**config.mk**
```make
export PLATFORM = sky130hd
export DESIGN_NAME = spi_draw_decoder
export DESIGN_NICKNAME = d
export VERILOG_FILES = /design/src/rtl/spi_draw_decoder.sv
export SDC_FILE = /design/constraint.sdc
export NUM_CORES = 1
export LEC_CHECK = 0
export CORE_UTILIZATION = 57
export CTS_CLUSTER_SIZE = 20
export DETAILED_ROUTE_END_ITERATION = 12
export GPL_ROUTABILITY_DRIVEN = 0
export PLACE_DENSITY = 0.82
export SYNTH_ARGS = -nofsm -noshare
export SYNTH_HDL_FRONTEND = slang
export SYNTH_SLANG_ARGS = --single-unit
```
**constraint.sdc**
```tcl
create_clock -name clk -period 2.9 [get_ports clk]
set_input_delay 0.58 -clock clk [delete_from_list [all_inputs] [get_ports clk]]
set_output_delay 0.58 -clock clk [all_outputs]
set_load 0.05 [all_outputs]
```
**src/rtl/spi_draw_decoder.sv**
```systemverilog
// SPI (mode 0, MSB first) draw-command receiver: assembles 4-byte packets from
// synchronised pad signals, validates them and strobes one pixel write per good packet.
module spi_draw_decoder #(
  parameter int unsigned XMAX     = 640,
  parameter int unsigned YMAX     = 480,
  parameter logic [1:0]  SYNC_HDR = 2'b10
) (
  input  logic       clk,
  input  logic       reset,
  input  logic       sck,
  input  logic       sdi,
  input  logic       cs,
  output logic       sdo,
  output logic [9:0] x,
  output logic [9:0] y,
  output logic [2:0] newColor,
  output logic       brush,
  output logic       ready,
  output logic       error,
  output logic [1:0] dbg_state_o
);

  typedef enum logic [1:0] {
    IDLE    = 2'd0,
    SHIFT   = 2'd1,
    CHECK   = 2'd2,
    DISCARD = 2'd3
  } state_t;

  localparam logic [10:0] X_LIM = XMAX[10:0];
  localparam logic [10:0] Y_LIM = YMAX[10:0];

  // Two synchroniser flops per pad; the extra third stage on sck/cs only feeds edge detection.
  logic [2:0] sck_sync_q;
  logic [2:0] cs_sync_q;
  logic [1:0] sdi_sync_q;

  always_ff @(posedge clk) begin
    sck_sync_q <= {sck_sync_q[1:0], sck};
    cs_sync_q  <= {cs_sync_q[1:0], cs};
    sdi_sync_q <= {sdi_sync_q[0], sdi};
  end

  logic sck_rise;
  logic sck_fall;
  logic cs_fall;
  logic cs_high;

  assign sck_rise = sck_sync_q[1] & ~sck_sync_q[2];
  assign sck_fall = ~sck_sync_q[1] & sck_sync_q[2];
  assign cs_fall  = ~cs_sync_q[1] & cs_sync_q[2];
  assign cs_high  = cs_sync_q[1];

  state_t      state_q;
  logic [4:0]  cnt_q;
  logic [31:0] shift_q;
  logic [31:0] shift_d;
  logic [9:0]  x_q;
  logic [9:0]  y_q;
  logic [2:0]  color_q;
  logic        brush_q;
  logic        ready_q;
  logic        error_q;
  logic        sdo_q;

  assign shift_d = {shift_q[30:0], sdi_sync_q[1]};

  logic [9:0] pkt_x;
  logic [9:0] pkt_y;
  logic       pkt_valid;
  logic       unused_rsv;

  assign pkt_x      = {shift_q[23:22], shift_q[15:8]};
  assign pkt_y      = {shift_q[21:20], shift_q[7:0]};
  assign pkt_valid  = (shift_q[31:30] == SYNC_HDR) &&
                      ({1'b0, pkt_x} < X_LIM) && ({1'b0, pkt_y} < Y_LIM);
  assign unused_rsv = ^{shift_q[25:24], shift_q[19:16]};

  // ready is a one-cycle strobe with no backpressure: x/y/newColor/brush are valid
  // in the strobe cycle and hold until the next accepted packet.
  always_ff @(posedge clk) begin
    if (reset) begin
      state_q <= IDLE;
      cnt_q   <= 5'd0;
      shift_q <= 32'd0;
      x_q     <= 10'd0;
      y_q     <= 10'd0;
      color_q <= 3'd0;
      brush_q <= 1'b0;
      ready_q <= 1'b0;
      error_q <= 1'b0;
      sdo_q   <= 1'b0;
    end else begin
      ready_q <= 1'b0;
      unique case (state_q)
        IDLE: begin
          cnt_q <= 5'd0;
          sdo_q <= 1'b0;
          if (cs_fall) begin
            state_q <= SHIFT;
            sdo_q   <= error_q;
          end
        end
        SHIFT: begin
          if (cs_high) begin
            state_q <= IDLE;
            cnt_q   <= 5'd0;
            sdo_q   <= 1'b0;
          end else if (sck_rise) begin
            shift_q <= shift_d;
            cnt_q   <= cnt_q + 5'd1;
            if (cnt_q == 5'd31) begin
              state_q <= CHECK;
            end else if (cnt_q == 5'd7 && shift_d[7:6] != SYNC_HDR) begin
              state_q <= DISCARD;
              error_q <= 1'b1;
              sdo_q   <= 1'b0;
            end
          end else if (sck_fall) begin
            // Status byte {error, 7'b0000001}: MSB at packet start, LSB after bit 7.
            sdo_q <= (cnt_q == 5'd0) ? error_q : (cnt_q == 5'd7);
          end
        end
        CHECK: begin
          if (pkt_valid) begin
            x_q     <= pkt_x;
            y_q     <= pkt_y;
            color_q <= shift_q[28:26];
            brush_q <= shift_q[29];
            ready_q <= 1'b1;
            error_q <= 1'b0;
          end else begin
            error_q <= 1'b1;
          end
          if (cs_high) begin
            state_q <= IDLE;
            sdo_q   <= 1'b0;
          end else begin
            state_q <= SHIFT;
          end
        end
        DISCARD: begin
          sdo_q <= 1'b0;
          if (cs_high) begin
            state_q <= IDLE;
          end
        end
      endcase
    end
  end

  assign x           = x_q;
  assign y           = y_q;
  assign newColor    = color_q;
  assign brush       = brush_q;
  assign ready       = ready_q;
  assign error       = error_q;
  assign sdo         = sdo_q;
  assign dbg_state_o = state_q;

endmodule

```
==> impl_metrics.xml <==
<?xml version="1.0" encoding="UTF-8"?>
<metrics>
  <group name="die">
    <metric name="die_width" unit="um">69.1</metric>
    <metric name="die_area" unit="um2">4780</metric>
    <metric name="ioPinCount" unit="">34</metric>
    <metric name="die_y_extent" unit="um">69.1</metric>
    <metric name="rows" unit="">24</metric>
    <metric name="initial_core_util" unit="%">59.0</metric>
    <metric name="coreArea" unit="um2">4350</metric>
  </group>
  <group name="status">
    <metric name="outcome" unit="">finished clean</metric>
  </group>
  <group name="logic_synthesis">
    <metric name="yosys_register_bits" unit="">74</metric>
    <metric name="synth_cell_type_count" unit="">30</metric>
    <metric name="yosysTopAreaCell" unit="">sky130_fd_sc_hd__dfxtp_1</metric>
    <metric name="synth.yosys.seq_area_share" unit="%">57.7</metric>
    <metric name="synth.top_cells.by_area" unit="">sky130_fd_sc_hd__dfxtp_1, sky130_fd_sc_hd__nand2_1, sky130_fd_sc_hd__a21oi_1</metric>
    <metric name="syn_inst" unit="">279</metric>
    <metric name="avgSynthCellArea" unit="um2">9.20</metric>
    <metric name="synth_most_common_cell" unit="">sky130_fd_sc_hd__dfxtp_1</metric>
    <metric name="mappedNetlistNets" unit="">287</metric>
    <metric name="ys_async_sr_fraction" unit="%">0</metric>
    <metric name="syn-cell-area" unit="um2">2570</metric>
    <metric name="yosys_most_used_dff" unit="">sky130_fd_sc_hd__dfxtp_1</metric>
    <metric name="ys_warn_count" unit="">0</metric>
    <metric name="synth_edf_count" unit="">0</metric>
    <metric name="synth_top_cell_area_share" unit="%">57.7</metric>
    <metric name="ys_top_cells_by_count" unit="">sky130_fd_sc_hd__dfxtp_1, sky130_fd_sc_hd__nand2_1, sky130_fd_sc_hd__a21oi_1</metric>
  </group>
  <group name="clock_network">
    <metric name="cts_hold_buf" unit="">0</metric>
    <metric name="clockBufferDepth" unit="">2</metric>
    <metric name="clkLatencyLatePin" unit="ns">0.34</metric>
    <metric name="numClockSinks" unit="">74</metric>
    <metric name="cts_root_buffer" unit="">sky130_fd_sc_hd__clkbuf_8</metric>
    <metric name="cts_tree" unit="">done</metric>
    <metric name="post-cts-setup-buffer-count" unit="">0</metric>
    <metric name="number_of_buffers_created_by_cts" unit="">9</metric>
    <metric name="worst_setup_hold_path_clk_slew" unit="ns">0.07</metric>
    <metric name="post_cts.resized_instances" unit="">0</metric>
    <metric name="h-tree-depth" unit="">3</metric>
  </group>
  <group name="route">
    <metric name="antenna_violating_nets_post_route" unit="">0</metric>
    <metric name="route.detailed.drc" unit="">0</metric>
    <metric name="drt_first_pass_iters" unit="">4</metric>
    <metric name="vias" unit="">1993</metric>
    <metric name="detail_route.iter0.violations" unit="">144</metric>
    <metric name="avgRoutedWirePerCell" unit="um">13.0</metric>
    <metric name="detail_route.wirelength" unit="um">4750</metric>
    <metric name="vias_per_cell" unit="">5.46</metric>
  </group>
  <group name="finish">
    <metric name="drive_gt1_share" unit="%">6.39</metric>
    <metric name="footprint_of_the_multi_input_gates" unit="um2">998</metric>
    <metric name="post-route-util" unit="%">72.2</metric>
    <metric name="final.fill_count" unit="">324</metric>
    <metric name="antennaDiodeCount" unit="">0</metric>
    <metric name="ff_latch_area" unit="um2">1480</metric>
    <metric name="layout-area-overhead-vs-synth" unit="%">22.4</metric>
    <metric name="nets" unit="">316</metric>
  </group>
  <group name="timing">
    <metric name="final.hold.worst_slack" unit="ns">0.330</metric>
    <metric name="worstMarginPinSlew" unit="ns">1.06</metric>
    <metric name="slew_viol_final" unit="">0</metric>
    <metric name="totalNegativeSetupSlack" unit="ns">0</metric>
    <metric name="achievable-frequency" unit="MHz">415</metric>
    <metric name="hold_vio_cnt_final" unit="">0</metric>
    <metric name="grt_setup_unrepaired" unit="">no</metric>
    <metric name="finalCriticalPeriod" unit="ns">2.41</metric>
    <metric name="slew-limit-headroom" unit="%">29.2</metric>
    <metric name="setup-violations-final" unit="">0</metric>
    <metric name="period_share" unit="%">83.0</metric>
    <metric name="final.setup_skew" unit="ns">0.00754</metric>
  </group>
  <group name="global_route">
    <metric name="number_of_antenna_violations_at_the_first_check_in_global_routing" unit="">0</metric>
    <metric name="number_of_global_route_vias_before_repair" unit="">1809</metric>
    <metric name="total_track_usage" unit="%">20.8</metric>
    <metric name="grt_first_pass_wirelength" unit="um">7790</metric>
    <metric name="grt_start_max_net_pins" unit="">41</metric>
    <metric name="grt_overflow" unit="">0</metric>
  </group>
  <group name="critical_path">
    <metric name="cp_max_fo" unit="">13</metric>
    <metric name="slowest_delay" unit="ns">0.89</metric>
    <metric name="timing.critical_path.arrival" unit="ns">1.83</metric>
    <metric name="worstSetupEndpointType" unit="">output pin</metric>
    <metric name="worstSetupEndpoint" unit="">dbg_state_o[1]</metric>
    <metric name="crit_start" unit="">dbg_state_o[1]$_SDFFE_PP0P_</metric>
    <metric name="regToRegStartpoint" unit="">dbg_state_o[1]$_SDFFE_PP0P_</metric>
    <metric name="depth_of_the_critical_timing_path_with_buffers_and_inverters_included" unit="">1</metric>
    <metric name="crit_required" unit="ns">2.32</metric>
    <metric name="critPathKind" unit="">register to output pin</metric>
    <metric name="cp_cell_sequence" unit="">clkdlybuf4s50_1</metric>
    <metric name="critical_path.reg2reg.endpoint" unit="">y[0]$_SDFFE_PP0P_</metric>
    <metric name="number_of_buffer_and_inverter_instances_along_the_worst_setup_path" unit="">1</metric>
    <metric name="worstRegToRegCells" unit="">5</metric>
    <metric name="critPathSlowestCell" unit="">sky130_fd_sc_hd__clkdlybuf4s50_1</metric>
    <metric name="worstSetupStartpointType" unit="">register</metric>
    <metric name="ff2ff_setup_slack" unit="ns">0.65</metric>
    <metric name="critical_path.top_delay_family" unit="">buffers and inverters</metric>
  </group>
  <group name="power_and_ir_drop">
    <metric name="power_density_cells" unit="nW/um2">636</metric>
    <metric name="post-layout-total-power" unit="uW">2000</metric>
    <metric name="ir_drop_worst_case_vdd" unit="mV">0.375</metric>
    <metric name="power.leakage" unit="uW">0.00110</metric>
  </group>
  <group name="flow_run">
    <metric name="timing.max_cap.violations" unit="">0</metric>
  </group>
  <group name="placement">
    <metric name="dpl.hpwl" unit="um">2980</metric>
    <metric name="placement.io_buffers" unit="">33</metric>
  </group>
  <group name="worst_hold_path">
    <metric name="hp-class" unit="">register to register</metric>
  </group>
</metrics>
registers in the layout, indices dropped and copies added, names as in the netlist, 2 cells and up:
register / count
cs_sync_q: 3
newColor: 3
x: 10
shift_q: 32
cnt_q: 5
y: 10
dbg_state_o: 2
sck_sync_q: 3
sdi_sync_q: 2
stage by stage:
step                cells  worst slack, ns  area [um2]
finish                365            0.493        3140
floorplan             279             1.08        2570
CTS                   365            0.479        3140
global route          365            0.437        3140
detailed placement    349            0.659        2910
global placement      349            0.727        2910
report_power, final:
part	leakage (uW)	switching (uW)	internal [uW]
registers	0.000599	4.79	1020
clock network	0.000114	363	571
logic	0.000386	26.7	12.1
total	0.00110	395	1610
routing by layer:
layer | vias up | wire (um) | part of all wire [%] | track usage [%]
met5 | - | 0 | 0 | 0
met4 | 0 | 115 | 2.4 | 12.2
met3 | 12 | 166 | 3.5 | 5.26
met2 | 40 | 2250 | 47 | 33.2
met1 | 928 | 2220 | 47 | 25.3
li1 | 1013 | - | - | -
cells in the final DEF, fill, tap and decap left out, types with 2 or more instances in the layout:
master and count:
sky130_fd_sc_hd__nor2_1 9, sky130_fd_sc_hd__or3_1 2, sky130_fd_sc_hd__a21oi_1 39, sky130_fd_sc_hd__bufinv_16 3, sky130_fd_sc_hd__a211oi_1 2, sky130_fd_sc_hd__dfxtp_1 74
sky130_fd_sc_hd__clkbuf_1 2, sky130_fd_sc_hd__or4_1 2, sky130_fd_sc_hd__nand2_1 70, sky130_fd_sc_hd__o21ai_0 5, sky130_fd_sc_hd__inv_1 3, sky130_fd_sc_hd__nand2b_1 2
sky130_fd_sc_hd__clkdlybuf4s50_1 33, sky130_fd_sc_hd__nor3_1 4, sky130_fd_sc_hd__a31oi_1 2, sky130_fd_sc_hd__a22oi_1 2, sky130_fd_sc_hd__nand4_1 2, sky130_fd_sc_hd__clkbuf_8 9
sky130_fd_sc_hd__buf_4 3, sky130_fd_sc_hd__nor2b_1 7, sky130_fd_sc_hd__ha_1 3, sky130_fd_sc_hd__a22o_1 22
logic make-up after synthesis:
kind of cell / synth area share (%)
simple gates: 17.8
compound gates: 19.1
flops: 57.7
buf+inv: 3.65
fa+ha+maj: 1.46
xor+xnor: 0.341
layout make-up:
class,instances,area share [%]
flip-flops and latches,74,47.1
multi-input cells,184,31.8
repair buffers,36,11.2
clock buffers,11,4.18
clock inverters,5,3.26
well taps,52,2.07
inverters,3,0.358
worst min path at each step:
stage	startpoint	endpoint	slack, ns	cells past startpoint
after detailed placement	sdi_sync_q[0]$_DFF_P_	sdi_sync_q[1]$_DFF_P_	0.31	0
after global routing	sdi_sync_q[0]$_DFF_P_	sdi_sync_q[1]$_DFF_P_	0.33	0
final	sdi_sync_q[0]$_DFF_P_	sdi_sync_q[1]$_DFF_P_	0.33	0
after floorplan	cs_sync_q[0]$_DFF_P_	cs_sync_q[1]$_DFF_P_	0.31	0
after global placement	sdi_sync_q[0]$_DFF_P_	sdi_sync_q[1]$_DFF_P_	0.31	0
after CTS	sdi_sync_q[0]$_DFF_P_	sdi_sync_q[1]$_DFF_P_	0.33	0
Power figures use the tool's default switching activity.
